[src/rtl/rr_sample_mux_pkg.sv]
// rr_sample_mux shared definitions:
// mode encodings and sequencer FSM states.
package rr_sample_mux_pkg;

  localparam logic [1:0] MODE_HOLD = 2'b00;
  localparam logic [1:0] MODE_AUTO = 2'b01;
  localparam logic [1:0] MODE_LOAD = 2'b10;

  typedef enum logic [1:0] {
    ST_IDLE   = 2'd0,
    ST_SAMPLE = 2'd1,
    ST_WAIT   = 2'd2
  } state_t;

endpackage

[src/rtl/rr_sample_mux_if.sv]
// rr_sample_mux output stream:
// registered sample with valid/ready handshake.
interface rr_sample_mux_if #(
  parameter int W  = 1,
  parameter int SW = 1
);

  logic          out_valid;
  logic          out_ready;
  logic [W-1:0]  out_data;
  logic [SW-1:0] out_sel;

  modport master (
    output out_valid,
    output out_data,
    output out_sel,
    input  out_ready
  );

  modport slave (
    input  out_valid,
    input  out_data,
    input  out_sel,
    output out_ready
  );

endinterface

[src/rtl/rr_sample_mux_next.sv]
// rr_next_sel: next enabled channel after i_cur,
// found by rotating the mask and priority-encoding.
module rr_next_sel #(
  parameter  int NCH = 4,
  localparam int SW  = $clog2(NCH)
) (
  input  logic [SW-1:0]  i_cur,
  input  logic [NCH-1:0] i_en,
  output logic [SW-1:0]  o_next,
  output logic           o_wrap,
  output logic           o_none
);

  logic [NCH-1:0] w_rot;
  logic [SW-1:0]  w_off;

  function automatic logic [SW-1:0] f_add(
    input logic [SW-1:0] a,
    input int            b
  );
    int s;
    s = (int'(a) + b) % NCH;
    return SW'(s);
  endfunction

  // bit k of w_rot is channel (cur+1+k) mod NCH;
  // the lowest set bit is the next channel
  always_comb begin
    w_rot = '0;
    w_off = '0;
    for (int k = 0; k < NCH; k++) begin
      w_rot[k] = i_en[f_add(i_cur, k + 1)];
    end
    for (int k = NCH - 1; k >= 0; k--) begin
      if (w_rot[k]) w_off = SW'(k);
    end
  end

  // empty mask holds the index; landing at or
  // below the old index means we went around
  always_comb begin
    o_none = ~|i_en;
    o_next = i_cur;
    o_wrap = 1'b0;
    if (!o_none) begin
      o_next = f_add(i_cur, int'(w_off) + 1);
      o_wrap = (o_next <= i_cur);
    end
  end

endmodule

[src/rtl/rr_sample_mux.sv]
// rr_sample_mux: N-channel registered sample mux
// with round-robin / hold / load select sequencer.
module rr_sample_mux
  import rr_sample_mux_pkg::*;
#(
  parameter  int NCH = 4,
  parameter  int W   = 1,
  parameter  int CW  = 16,
  localparam int SW  = $clog2(NCH)
) (
  input  logic             clk,
  input  logic             reset,
  input  logic [NCH*W-1:0] in_data,
  input  logic [NCH-1:0]   ch_en,
  input  logic [1:0]       mode,
  input  logic [SW-1:0]    load_sel,
  input  logic             start,
  input  logic             stop,
  rr_sample_mux_if.master  m_if,
  output logic             wrap,
  output logic             load_err,
  output logic [CW-1:0]    sample_cnt
);

  localparam logic [SW:0] NCH_V = (SW+1)'(NCH);

  state_t        r_state;
  state_t        w_nxt_state;
  logic [SW-1:0] r_sel;
  logic [SW-1:0] r_osel;
  logic [W-1:0]  r_data;
  logic          r_valid;
  logic          r_wrap;
  logic          r_err;
  logic [CW-1:0] r_cnt;

  logic          w_hs;
  logic [SW-1:0] w_rr_next;
  logic          w_rr_wrap;
  logic          w_rr_none;
  logic [SW-1:0] w_sel_nxt;
  logic          w_wrap_nxt;
  logic          w_err_set;

  assign w_hs = r_valid & m_if.out_ready;

  rr_next_sel #(.NCH(NCH)) u_next (
    .i_cur  (r_sel),
    .i_en   (ch_en),
    .o_next (w_rr_next),
    .o_wrap (w_rr_wrap),
    .o_none (w_rr_none)
  );

  // next-state logic
  always_comb begin
    w_nxt_state = r_state;
    unique case (r_state)
      ST_IDLE:   if (start) w_nxt_state = ST_SAMPLE;
      ST_SAMPLE: w_nxt_state = ST_WAIT;
      ST_WAIT: begin
        if (w_hs)
          w_nxt_state = stop ? ST_IDLE : ST_SAMPLE;
      end
      default:   w_nxt_state = ST_IDLE;
    endcase
  end

  // select update chosen by mode, applied at handshake
  always_comb begin
    w_sel_nxt  = r_sel;
    w_wrap_nxt = 1'b0;
    w_err_set  = 1'b0;
    unique case (1'b1)
      (mode == MODE_AUTO): begin
        w_sel_nxt  = w_rr_next;
        w_wrap_nxt = w_rr_wrap & ~w_rr_none;
      end
      (mode == MODE_LOAD): begin
        if ({1'b0, load_sel} < NCH_V)
          w_sel_nxt = load_sel;
        else
          w_err_set = 1'b1;
      end
      (mode == MODE_HOLD): w_sel_nxt = r_sel;
      default:             w_sel_nxt = r_sel;
    endcase
  end

  // state register
  always_ff @(posedge clk or posedge reset) begin
    if (reset) r_state <= ST_IDLE;
    else       r_state <= w_nxt_state;
  end

  // output sample: capture in SAMPLE, drop on handshake
  always_ff @(posedge clk or posedge reset) begin
    if (reset) begin
      r_valid <= 1'b0;
      r_data  <= '0;
      r_osel  <= '0;
    end else if (r_state == ST_SAMPLE) begin
      r_valid <= 1'b1;
      r_data  <= in_data[r_sel*W +: W];
      r_osel  <= r_sel;
    end else if (w_hs) begin
      r_valid <= 1'b0;
    end
  end

  // select, wrap pulse and sticky load error
  always_ff @(posedge clk or posedge reset) begin
    if (reset) begin
      r_sel  <= '0;
      r_wrap <= 1'b0;
      r_err  <= 1'b0;
    end else begin
      r_wrap <= 1'b0;
      if (w_hs) begin
        r_sel  <= w_sel_nxt;
        r_wrap <= w_wrap_nxt;
        if (w_err_set) r_err <= 1'b1;
      end
    end
  end

  // saturating count of accepted samples
  always_ff @(posedge clk or posedge reset) begin
    if (reset)
      r_cnt <= '0;
    else if (w_hs && (r_cnt != '1))
      r_cnt <= r_cnt + CW'(1);
  end

  assign m_if.out_valid = r_valid;
  assign m_if.out_data  = r_data;
  assign m_if.out_sel   = r_osel;
  assign wrap           = r_wrap;
  assign load_err       = r_err;
  assign sample_cnt     = r_cnt;

endmodule

[src/flat_wrapper.sv]
// flat-port wrapper written by rule: the top's interface ports become plain ports
module rr_sample_mux_flat import rr_sample_mux_pkg::*;
#(
  parameter  int NCH = 4,
  parameter  int W   = 1,
  parameter  int CW  = 16,
  localparam int SW  = $clog2(NCH)
)
  (clk, reset, in_data, ch_en, mode, load_sel, start, stop, wrap, load_err, sample_cnt, m_if_out_valid, m_if_out_data, m_if_out_sel, m_if_out_ready);
  rr_sample_mux_if #(.W(W), .SW(2)) m_if_i ();
  input  logic clk;
  input  logic reset;
  input  logic [NCH*W-1:0] in_data;
  input  logic [NCH-1:0] ch_en;
  input  logic [1:0] mode;
  input  logic [SW-1:0] load_sel;
  input  logic start;
  input  logic stop;
  output logic wrap;
  output logic load_err;
  output logic [CW-1:0] sample_cnt;
  output wire logic [$bits(m_if_i.out_valid)-1:0] m_if_out_valid;
  output wire logic [$bits(m_if_i.out_data)-1:0] m_if_out_data;
  output wire logic [$bits(m_if_i.out_sel)-1:0] m_if_out_sel;
  input wire logic [$bits(m_if_i.out_ready)-1:0] m_if_out_ready;
  assign m_if_out_valid = m_if_i.out_valid;
  assign m_if_out_data = m_if_i.out_data;
  assign m_if_out_sel = m_if_i.out_sel;
  assign m_if_i.out_ready = m_if_out_ready;
  rr_sample_mux #(.NCH(NCH), .W(W), .CW(CW)) u_core (.clk(clk), .reset(reset), .in_data(in_data), .ch_en(ch_en), .mode(mode), .load_sel(load_sel), .start(start), .stop(stop), .m_if(m_if_i), .wrap(wrap), .load_err(load_err), .sample_cnt(sample_cnt));
endmodule
[config.mk]
export PLATFORM = sky130hd
export DESIGN_NAME = rr_sample_mux_flat
export DESIGN_NICKNAME = d
export VERILOG_FILES = /design/src/rtl/rr_sample_mux_pkg.sv /design/src/rtl/rr_sample_mux_if.sv /design/src/rtl/rr_sample_mux_next.sv /design/src/rtl/rr_sample_mux.sv /design/src/flat_wrapper.sv
export SDC_FILE = /design/constraint.sdc
export NUM_CORES = 1
export LEC_CHECK = 0
export BUFFER_PORTS_ARGS = -buffer_cell sky130_fd_sc_hd__buf_2
export CAP_MARGIN = 30
export CORE_ASPECT_RATIO = 0.6
export CORE_MARGIN = 2
export CORE_UTILIZATION = 47
export CTS_CLUSTER_SIZE = 8
export DETAILED_ROUTE_END_ITERATION = 16
export PLACE_DENSITY = 0.72
export RECOVER_POWER = 50
export SLEW_MARGIN = 40
export SYNTH_ARGS = -nofsm -noshare
export SYNTH_HDL_FRONTEND = slang
export SYNTH_HIERARCHICAL = 1
export SYNTH_SLANG_ARGS = --single-unit
[constraint.sdc]
create_clock -name clk -period 3.5 [get_ports clk]
set_input_delay 0.35 -clock clk [delete_from_list [all_inputs] [get_ports clk]]
set_output_delay 0.35 -clock clk [all_outputs]
set_load 0.01 [all_outputs]
==> results.txt <==
- Startpoint of the lowest-slack register-to-register path: u_core/r_sel[1]$_DFFE_PP0P_
- Endpoint required time on the critical path: 3.68 ns
- DP Wirelength: 2510 microns
- Crit path cell chain: inv_1 > nand2_1 > a21oi_1 > o21ai_1 > o21ai_1 > ha_1 > xor2_1 > xnor2_1 > ha_1 > a21oi_1 > a21oi_1 > nor2_1 > nand2_1 > nor3_1
- At the end of the flow the core is filled with cells to about three fifths.
* Post-layout minimum cycle time: 2.52 ns
- Count of endpoints failing setup in the final report: 0
- Clock latency of the later-clocked register in the worst-skew pair: 0.27 ns
* Compound-Gate Fraction of Synth Area: 10.5%
- The first TritonRoute pass finished after 4 iterations.
- Cells after Synth: 145
* Worst Path Class, Setup: reg -> reg
- Slew Limit Headroom: 39.5%
- # diodes: 0
- Cell type with the highest aggregate area in the netlist: dfrtp_1
- Data arrival time at the worst-slack endpoint: approximately 2.7 ns
* Buffers inserted during post-CTS setup optimization: 0
- Once layout is complete, the cells apart from fillers number about 230.
* Number of buffers inserted by hold repair at cts: 0
- Crit path depth: 14
* Highest clock rate: 396 MHz
- Max Cap Violations: 0
* Number of resized instances in the post-cts repair step: 0
- Overflow left after global routing: 0
- Net switching share of the total power: between 30% and 40%
- Of the total synthesized cell area, the portion taken by AND, OR, NAND and NOR gates is between 20% and 30%.
- Final-layout setup total negative slack: 0 ns
* WL final: ~3200 microns
- Detail-routed net length per standard cell: approximately 14 microns
- Counting both buffers and inverters, the worst setup path holds a total of 1.
- Die Y-Extent: 48.0 microns
- Total of fill cells in the finished design: 285
- Number of cells on the worst reg-to-reg path: 14
- Portion of netlist area occupied by mux cells: 8.49%
* Clock-pin slew reported for the worst setup and hold paths after clock tree synthesis: 0.09 ns
* Number of vias after detailed routing: 1,258
- Global-route wire length before repair: 5390 microns
- The count of nets left with antenna violations once routing finished came out at 0.
* Hold Slack: roughly 0.26 ns
- CTS H-Tree Depth: 1
- The critical path ends at u_core/wrap$_DFF_PP0_.
- XOR/XNOR Fraction of Synth Area: 9.23%
- GP Congestion: 0.885
- By area, the combinational part of the netlist is dominated by simple AND/OR/NAND/NOR gates.
- STA classifies the critical path endpoint as a flip-flop.
- The cell area that synthesis handed to floorplanning was 1520 sq um.
- Power density over cell area: roughly 630 nW/um^2
- Clock sink count: 25
- Averaged over all synthesized cells, the footprint is 10.5 sq um.
- The most used flip-flop cell after synthesis is dfrtp_1.
- Result of the run: finished clean
- Using the TritonRoute via totals, the vias-per-cell ratio works out to 5.57.
- The die covers roughly 3700 sq um.
- Net Switching: 438 uW
- Number of register bits inferred by synthesis: 25
- The first routing iteration left 43 violations.
- Leading cell types by total area after synthesis: dfrtp_1, xnor2_1, ha_1
- Highest cell delay on the worst timing path: 0.51 ns
- For the pin with the worst max-slew slack, the measured transition is 0.906 ns.
- Leaving out fill and tap cells, the most frequent cell in the layout is buf_2.
- The internal power of the cells totals approximately 680 uW.
- After synthesis, the netlist uses 41 different library cells.
* Startpoint class of the critical path: flip-flop
- Registers are responsible for about two fifths of the overall power.
* Crit-path most repeated cell: a21oi_1
- Counting flops with a built-in enable in the synthesized netlist gives 0.
* Final hold violations: 0
- Buffer levels on the longest clock path: 2
- For this run, the number of Yosys warnings is 6.
- The final count of pins violating max slew was 0.
- Clock tree from TritonCTS: done
- Most frequent cells in the layout: buf_2, dfrtp_1, nor2_1
- Top Family by Delay on Critical Path: compound AO/OA/AOI/OAI gates
- Final Worst Setup Slack: 0.977 ns
* Critical Path Source: u_core/r_sel[1]$_DFFE_PP0P_
- OpenSTA, run right after detailed placement, puts the worst setup slack at 1.03 ns.
- Of the total synthesized cell area, the portion taken by full adders, half adders and majority gates is ~4.9%.
- Including well taps, the total number of placed cells is 222.
- Cells with a size suffix above 1 make up between 20 and 30% of the layout.
- Compared with the post-synthesis result, the final layout area differs by 17.1%.
- The share of synthesized area in the top cell type comes to 41.2%.
* Buffers added on ports: 37
* Unrepaired setup endpoints after global routing: false
* I/O pins: 39
* Standard-cell rows: 15
- Number of nets at the end of the flow: 208
- Tcrit/Tclk final: a little over 70%
- After floorplanning, the core was sized to cover 2970 sq um.
- Floorplan die width: roughly 77 microns
- Number of global-route vias before repair: 1,182
* Initial cell density of the core: 51.2%
* Leak: 0.845 nW
- Buffer cell driving the clock tree root: clkbuf_8
- Entering global routing, the biggest net connects 26 pins.
- The worst-case IR drop observed on VDD is 548 uV.
- For this run, design rule violations remaining after detail routing come to 0.
- Setup slack of the most critical reg-to-reg path: 0.98 ns
- After synthesis, the share of flip-flops with an asynchronous set or reset is between 90% and 100%.
- Clock skew on the completed layout was measured at ~0.0045 ns.
- The share of total power dissipated in combinational logic is between 40% and 50%.
- Reg2reg end: u_core/wrap$_DFF_PP0_
* Sequential share of the synthesized area: 41.2%
* Tightest Hold Check Type: in -> async
- Mapped Nets: 168
- Peak fanout along the critical path: 9
* Portion of total power attributed to the clock network: roughly 15%
* Total global-route track usage: 19.1%
- TritonCTS created 3 clock buffers.
* Initial antenna violation count: 0
* Max stage delay cell, worst path: dfrtp_1
==> synth_stat cells (all sizes together) (2+ instances only) <==
master / n
buf: 2
xnor2: 9
dfrtp: 25
nor2b: 2
o21ai: 3
nand3: 4
inv: 7
nand2b: 2
nor3: 5
mux2: 5
o211ai: 2
xor2: 7
nand4: 7
a31oi: 3
nor2: 15
mux2i: 5
nand2: 8
and3: 3
ha: 6
a21oi: 8
and4: 4
==> worst min-delay path by stage <==
stage                                              from                                 to  slack, ns  depth (start not counted)
after global placement    u_core/r_state[0]$_DFFE_PP0P_      u_core/r_state[0]$_DFFE_PP0P_       0.43                          1
final                                             reset      u_core/r_state[0]$_DFFE_PP0P_       0.26                          2
after global routing                     m_if_out_ready  u_core/m_if.out_valid$_DFFE_PP0P_       0.32                          2
after floorplan                                   reset   u_core/m_if.out_data$_DFFE_PP0P_       0.38                          1
after CTS                                         reset      u_core/r_state[0]$_DFFE_PP0P_       0.11                          2
after detailed placement                          reset      u_core/r_state[0]$_DFFE_PP0P_       0.41                          2
==> registers in the layout, summed over array words and instances (netlist names) <==
name / flops
u_core/sample_cnt: 16
u_core/m_if.out_sel: 2
u_core/r_sel: 2
u_core/r_state: 2
u_core/m_if.out_data: 1
u_core/m_if.out_valid: 1
u_core/wrap: 1
==> final cells by class <==
class                      instances  area [sq um]  area share (%)
clock buffer                       3          41.3            2.32
clock inverter                     1          7.51           0.423
inverter                           7          26.3            1.48
multi-input combinational        111           845            47.5
sequential                        25           626            35.2
tap                               42          52.6            2.96
timing repair buffer              37           179            10.1
==> metal layers <==
metal | part of all wire (%) | GRT usage (%)
met1 | 50 | 26.4
met4 | 0.25 | 4.29
met3 | 6.4 | 5.09
met2 | 44 | 31.1
met5 | 0 | 0
==> cells by family after synthesis <==
kind of cell	count (synthesis)
buffers and inverters	9
AND/OR/NAND/NOR	56
multiplexers	11
AO/OA/AOI/OAI	21
flip-flops	25
other	1
XOR/XNOR	16
adder cells (fa/ha/maj)	6
==> power by group through the flow <==
stage	Sequential, mW	Clock [mW]	Combinational, mW
final	0.461	0.171	0.481
after global routing	0.478	0.190	0.546
after CTS	0.462	0.178	0.489
after detailed placement	0.467	0	0.485
after global placement	0.460	0	0.466
after floorplan	0.472	0	0.334
==> metrics by stage <==
stage,cell area (sq um),power [mW]
6_report,1780,1.11
5_1_grt,1780,1.21
4_1_cts,1790,1.13
3_5_place_dp,1740,0.953
3_3_place_gp,1740,0.926
2_1_floorplan,1520,0.806
Note: power is estimated with default switching activity, not from simulation.
